$ cat config.mk
export PLATFORM = sky130hd
export DESIGN_NAME = dmem_arbiter
export DESIGN_NICKNAME = d
export VERILOG_FILES = /design/src/rtl/dmem_arb_pkg.sv /design/src/rtl/rr_arbiter2.sv /design/src/rtl/dmem_arbiter.sv
export SDC_FILE = /design/constraint.sdc
export NUM_CORES = 1
export LEC_CHECK = 0
export CAP_MARGIN = 20
export CELL_PAD_IN_SITES_DETAIL_PLACEMENT = 1
export CELL_PAD_IN_SITES_GLOBAL_PLACEMENT = 2
export CORE_MARGIN = 8
export CORE_UTILIZATION = 23
export DETAILED_ROUTE_END_ITERATION = 10
export GPL_TIMING_DRIVEN = 0
export PLACE_DENSITY_LB_ADDON = 0.2
export RECOVER_POWER = 25
export SYNTH_ARGS = -nofsm -noshare
export SYNTH_HDL_FRONTEND = slang
export SYNTH_SLANG_ARGS = --single-unit
$ cat constraint.sdc
create_clock -name clk_i -period 1.9 [get_ports clk_i]
set_input_delay 0.475 -clock clk_i [delete_from_list [all_inputs] [get_ports clk_i]]
set_output_delay 0.475 -clock clk_i [all_outputs]
set_load 0.005 [all_outputs]
$ cat src/rtl/dmem_arb_pkg.sv
// Shared types for the two-master data-memory arbiter: FSM states and master indices.
package dmem_arb_pkg;

  typedef enum logic [1:0] {
    IDLE   = 2'd0,
    ACCESS = 2'd1,
    RESP   = 2'd2
  } state_e;

  typedef logic master_idx_t;

  localparam master_idx_t MASTER_CPU = 1'b0;
  localparam master_idx_t MASTER_DBG = 1'b1;

endpackage

$ cat src/rtl/rr_arbiter2.sv
// Combinational two-request round-robin picker; the last-granted pointer lives in the caller.
module rr_arbiter2
  import dmem_arb_pkg::*;
(
  input  logic [1:0]  req_i,
  input  master_idx_t last_i,
  output logic        gnt_valid_o,
  output master_idx_t gnt_idx_o
);

  always_comb begin
    gnt_valid_o = |req_i;
    gnt_idx_o   = MASTER_CPU;
    if (&req_i) begin
      // Tie: the master that did not win last time goes next.
      gnt_idx_o = ~last_i;
    end else if (req_i[1]) begin
      gnt_idx_o = MASTER_DBG;
    end
  end

endmodule

$ cat src/rtl/dmem_arbiter.sv
// Two-master round-robin arbiter/sequencer for the single-port data memory (IDLE -> ACCESS -> RESP).
// Define DMEM_ARB_ALIGN_CHECK_EN to reject misaligned or out-of-range accesses with err_o.
module dmem_arbiter
  import dmem_arb_pkg::*;
#(
  parameter int ADDR_W      = 32,
  parameter int DATA_W      = 32,
  parameter int DEPTH_WORDS = 8
) (
  input  logic              clk_i,
  input  logic              rst_i,
  input  logic              m0_req_i,
  input  logic              m0_we_i,
  input  logic [ADDR_W-1:0] m0_addr_i,
  input  logic [DATA_W-1:0] m0_wdata_i,
  output logic              m0_ack_o,
  output logic [DATA_W-1:0] m0_rdata_o,
  input  logic              m1_req_i,
  input  logic              m1_we_i,
  input  logic [ADDR_W-1:0] m1_addr_i,
  input  logic [DATA_W-1:0] m1_wdata_i,
  output logic              m1_ack_o,
  output logic [DATA_W-1:0] m1_rdata_o,
  output logic              err_o,
  output logic              busy_o,
  output logic [ADDR_W-1:0] mem_addr_o,
  output logic [DATA_W-1:0] mem_writedata_o,
  output logic              mem_memread_o,
  output logic              mem_memwrite_o,
  input  logic [DATA_W-1:0] mem_readdata_i
);

  if (DEPTH_WORDS < 1) begin : g_bad_depth
    $error("dmem_arbiter: DEPTH_WORDS must be at least 1");
  end

  state_e            state_q, state_d;
  master_idx_t       last_q, last_d;
  master_idx_t       gnt_q, gnt_d;
  logic [ADDR_W-1:0] addr_q, addr_d;
  logic [DATA_W-1:0] wdata_q, wdata_d;
  logic              rd_q, rd_d;
  logic              wr_q, wr_d;
  logic              rej_q, rej_d;
  logic              ack0_q, ack0_d;
  logic              ack1_q, ack1_d;
  logic              err_q, err_d;
  logic [DATA_W-1:0] rdata0_q, rdata0_d;
  logic [DATA_W-1:0] rdata1_q, rdata1_d;

  logic              gnt_valid;
  master_idx_t       gnt_idx;
  logic              win_we;
  logic [ADDR_W-1:0] win_addr;
  logic [DATA_W-1:0] win_wdata;
  logic              win_reject;

  rr_arbiter2 u_rr_arbiter2 (
    .req_i       ({m1_req_i, m0_req_i}),
    .last_i      (last_q),
    .gnt_valid_o (gnt_valid),
    .gnt_idx_o   (gnt_idx)
  );

  assign win_we    = (gnt_idx == MASTER_DBG) ? m1_we_i    : m0_we_i;
  assign win_addr  = (gnt_idx == MASTER_DBG) ? m1_addr_i  : m0_addr_i;
  assign win_wdata = (gnt_idx == MASTER_DBG) ? m1_wdata_i : m0_wdata_i;

`ifdef DMEM_ARB_ALIGN_CHECK_EN
  assign win_reject = (win_addr[1:0] != 2'b00) ||
                      ((win_addr >> 2) >= ADDR_W'(DEPTH_WORDS));
`else
  assign win_reject = 1'b0;
`endif

  always_comb begin
    state_d  = state_q;
    last_d   = last_q;
    gnt_d    = gnt_q;
    addr_d   = addr_q;
    wdata_d  = wdata_q;
    rd_d     = rd_q;
    wr_d     = wr_q;
    rej_d    = rej_q;
    ack0_d   = 1'b0;
    ack1_d   = 1'b0;
    err_d    = 1'b0;
    rdata0_d = rdata0_q;
    rdata1_d = rdata1_q;
    case (state_q)
      IDLE: begin
        if (gnt_valid) begin
          state_d = ACCESS;
          gnt_d   = gnt_idx;
          last_d  = gnt_idx;
          addr_d  = win_addr;
          wdata_d = win_wdata;
          rd_d    = ~win_we & ~win_reject;
          wr_d    = win_we & ~win_reject;
          rej_d   = win_reject;
        end
      end
      ACCESS: begin
        // rd_q is only set for accepted reads, so writes and rejects return 0.
        rdata0_d = (rd_q && gnt_q == MASTER_CPU) ? mem_readdata_i : '0;
        rdata1_d = (rd_q && gnt_q == MASTER_DBG) ? mem_readdata_i : '0;
        ack0_d   = (gnt_q == MASTER_CPU);
        ack1_d   = (gnt_q == MASTER_DBG);
        err_d    = rej_q;
        rd_d     = 1'b0;
        wr_d     = 1'b0;
        state_d  = RESP;
      end
      RESP: begin
        // Address and write data stay put so they outlive the write strobe.
        rdata0_d = '0;
        rdata1_d = '0;
        state_d  = IDLE;
      end
      default: begin
        state_d = IDLE;
      end
    endcase
  end

  always_ff @(posedge clk_i or negedge rst_i) begin
    if (!rst_i) begin
      state_q  <= IDLE;
      last_q   <= MASTER_DBG;
      gnt_q    <= MASTER_CPU;
      addr_q   <= '0;
      wdata_q  <= '0;
      rd_q     <= 1'b0;
      wr_q     <= 1'b0;
      rej_q    <= 1'b0;
      ack0_q   <= 1'b0;
      ack1_q   <= 1'b0;
      err_q    <= 1'b0;
      rdata0_q <= '0;
      rdata1_q <= '0;
    end else begin
      state_q  <= state_d;
      last_q   <= last_d;
      gnt_q    <= gnt_d;
      addr_q   <= addr_d;
      wdata_q  <= wdata_d;
      rd_q     <= rd_d;
      wr_q     <= wr_d;
      rej_q    <= rej_d;
      ack0_q   <= ack0_d;
      ack1_q   <= ack1_d;
      err_q    <= err_d;
      rdata0_q <= rdata0_d;
      rdata1_q <= rdata1_d;
    end
  end

  assign m0_ack_o        = ack0_q;
  assign m1_ack_o        = ack1_q;
  assign m0_rdata_o      = rdata0_q;
  assign m1_rdata_o      = rdata1_q;
  assign err_o           = err_q;
  assign busy_o          = (state_q != IDLE);
  assign mem_addr_o      = addr_q;
  assign mem_writedata_o = wdata_q;
  assign mem_memread_o   = rd_q;
  assign mem_memwrite_o  = wr_q;

endmodule

==> impl_metrics.py <==
metrics = {
    "grt": {
        "grt_pass1_vias": 6276,
        "gr-usage-all-layers": 0.153,
        "antenna_found_initial": 1,
        "grt_overflow": 0,
        "grt_max_degree": 73,
        "grt_pass1_wl_um": 38900,
    },
    "final_layout": {
        "instances_no_fill": 1335,
        "syn_to_final_growth_pct": 65.3,
        "fin_nets": 1150,
        "drive_gt1_frac": 0.176,
        "fin_area_um2": 10300,
    },
    "placement": {
        "dpl.hpwl_um": 18800,
        "gp_congestion": 0.701,
        "port_buffers": 298,
        "dpl_cell_area_um2": 9680,
        "place_ws_ps": -142,
        "dpl.cell_count": 1299,
    },
    "routing": {
        "drt_iter0_markers": 198,
        "vias": 5654,
        "wire_per_inst_um": 18.4,
        "drc": 0,
        "ant_nets": 0,
        "drt-total-wl_um": 24600,
        "drt_pass1_iterations": 4,
        "via_per_inst": 4.24,
    },
    "clocking": {
        "cts_max_level": 4,
        "cts_hold_buf": 0,
        "clk_path_buf_depth": 2,
        "cts_buffers": 17,
        "clk_latency_ps": 420,
        "clkTransAtPathRegs_ps": 70,
        "cts_tree": "built",
        "clock-sinks": 136,
        "cts_root_buf": "clkbuf_16",
    },
    "sta": {
        "drv_slew": 65,
        "fmax_mhz": 552,
        "rsz0062_at_grt": "no",
        "worst_pin_slew_ps": 1590,
        "hold_violations": 0,
        "setup_viol": 0,
        "period_needed_ps": 1810,
        "fin_ws_ps": 87.1,
        "max_slew_margin": -0.0616,
        "fin_crit_sh": 0.954,
        "finClkSkew_ps": 14.0,
    },
    "synthesis": {
        "synth_area_leaders": "dfrtp_1, a21oi_2, nand2_1",
        "synth-seq-cells": 136,
        "netlist_instances": 659,
        "synth_common_cells": "dfrtp_1, nand2_1, a21oi_2",
        "synth_most_common_cell": "dfrtp_1",
        "synth_top_area_share": 0.541,
        "synth_flop_cell": "dfrtp_1",
        "synth_edf_count": 0,
        "synth_top_area_cell": "dfrtp_1",
        "ys_types": 34,
        "syn-cell-area_um2": 6240,
        "avgSynthCellArea_um2": 9.48,
        "async_flop_share": 1.00,
        "yosysSeqAreaShare": 0.545,
        "yosysWarnings": 0,
        "syn_nets": 829,
    },
    "critical_path": {
        "cp.arrival_ps": 1340,
        "critPathMaxStageDelay_ps": 390,
        "worst_setup_path_end_kind": "output port",
        "startpoint_type": "flop",
        "crit_path_top_delay_cell": "dfrtp_1",
        "required_ps": 1420,
        "critical_path.max_fanout": 4,
        "path_delay_family": "flip-flops",
        "worst-path-buf-inv": 3,
        "worstPathCellList": "inv_2 > ha_4 > inv_1 > clkdlybuf4s15_1",
        "worstSetupPathType": "reg -> out",
    },
    "pwr": {
        "ir_drop_mv": 0.492,
        "p_int_mw": 9.64,
        "power_density_nw_per_um2": 1480,
        "finalPower_mw": 15.2,
        "power_switching_mw": 5.59,
        "p_leak_nw": 4.19,
        "switching_share": 0.367,
        "p_comb_frac": 0.464,
        "pwr-share-clk": 0.230,
        "p_seq_frac": 0.306,
    },
    "floorplanning": {
        "die_area_um2": 32700,
        "rows": 60,
        "io_pins": 300,
        "core_um2": 26800,
        "fp.dieH_um": 181,
        "start_util": 0.233,
        "die_w_um": 181,
    },
    "run_status": {
        "outcome": "finished with violations",
        "violations": "max-capacitance violations, max-slew violations",
    },
    "hold_path": {
        "hp-class": "in -> async",
    },
    "run": {
        "maxCapViolCount": 1,
    },
}
-- cell type report --
class | instances | area [um2]
Timing Repair Buffer | 302 | 3030
Multi-Input combinational cell | 413 | 2270
Buffer | 43 | 333
Sequential cell | 136 | 3410
Clock buffer | 17 | 425
Fill cell | 3043 | 16500
Tap cell | 341 | 427
Inverter | 67 | 251
Antenna cell | 1 | 2.50
Clock inverter | 15 | 178
-- cells in the final DEF, fill, tap and decap left out, types with 2 or more instances in the layout --
| cell type | count |
|---|---|
| o21ai_1 | 9 |
| nor2_1 | 65 |
| bufinv_16 | 2 |
| dfrtp_1 | 134 |
| clkinvlp_4 | 3 |
| buf_12 | 3 |
| buf_2 | 15 |
| clkdlybuf4s50_1 | 295 |
| o21ai_0 | 58 |
| inv_6 | 7 |
| nand2_1 | 130 |
| inv_8 | 3 |
| buf_6 | 2 |
| buf_4 | 18 |
| a21oi_2 | 91 |
| buf_8 | 3 |
| a21oi_1 | 38 |
| inv_1 | 65 |
| inv_2 | 2 |
| clkbuf_1 | 6 |
| ha_1 | 3 |
| clkbuf_16 | 17 |
-- power by group through the flow --
stage	clock (mW)	sequential, mW	combinational [mW]
2_1_floorplan	0	4.76	3.10
3_3_place_gp	0	4.67	7.18
3_5_place_dp	0	4.71	7.20
4_1_cts	3.63	4.67	7.29
5_1_grt	3.73	4.81	7.84
6_report	3.50	4.66	7.07
-- registers in the layout, summed over array words and instances, names as in the netlist --
name             flops
gnt_q                1
last_q               1
m0_ack_o             1
m0_rdata_o          32
m1_ack_o             1
m1_rdata_o          32
mem_addr_o          32
mem_memread_o        1
mem_memwrite_o       1
mem_writedata_o     32
state_q              2
-- per-layer routing --
metal,track usage,vias up,part of all wire
li1,-,2759,-
met1,0.185,2704,0.43
met2,0.249,179,0.47
met3,0.0630,12,0.091
met4,0.0357,0,0.0093
met5,0,-,0
-- stage by stage --
step	TNS [ps]	hold slack (ps)	util
final	0	445	0.385
after CTS	-41.8	69.6	0.385
after global routing	0	531	0.385
after detailed placement	-5820	487	0.361
after floorplan	0	179	-
after global placement	-821060	479	0.360
-- path summary, 6_finish.rpt --
check | start | end | slack [ps] | cells after the start
setup / recovery | state_q[1] | busy_o | 90 | 4
hold / removal | rst_i | m0_rdata_o[17] | 440 | 1
setup reg to reg | state_q[1] | m1_rdata_o[4] | 200 | 8
hold reg to reg | mem_memwrite_o | mem_memwrite_o | 510 | 1
max in group asynchronous | rst_i | last_q | 320 | 2
min in group clk_i | mem_memwrite_o | mem_memwrite_o | 510 | 1
-- kinds of logic after synthesis --
family / share of synthesized area
AOI/OAI and AO/OA: 0.223
and+or+nand+nor: 0.128
DFF: 0.545
buffers and inverters: 0.0936
adders and majority gates: 0.00801
muxes: 0.00160
other: 0.000601
-- worst register-to-register path, stage by stage (launching register included) --
cell and delay [ps]:
dfrtp_1 390, inv_2 100, ha_4 220, buf_4 170
and4b_1 200, buf_2 140, buf_4 180, nand2_1 80
o21ai_0 80
-- repair_timing --
| action | 4_1_cts | 5_1_grt |
|---|---|---|
| buffers inserted | 1 | 2 |
| setup endpoints to repair | 2 | 2 |
| pin swaps | 0 | 1 |
| gates resized for setup | 6 | 2 |
(Power assumes the default switching activity.)
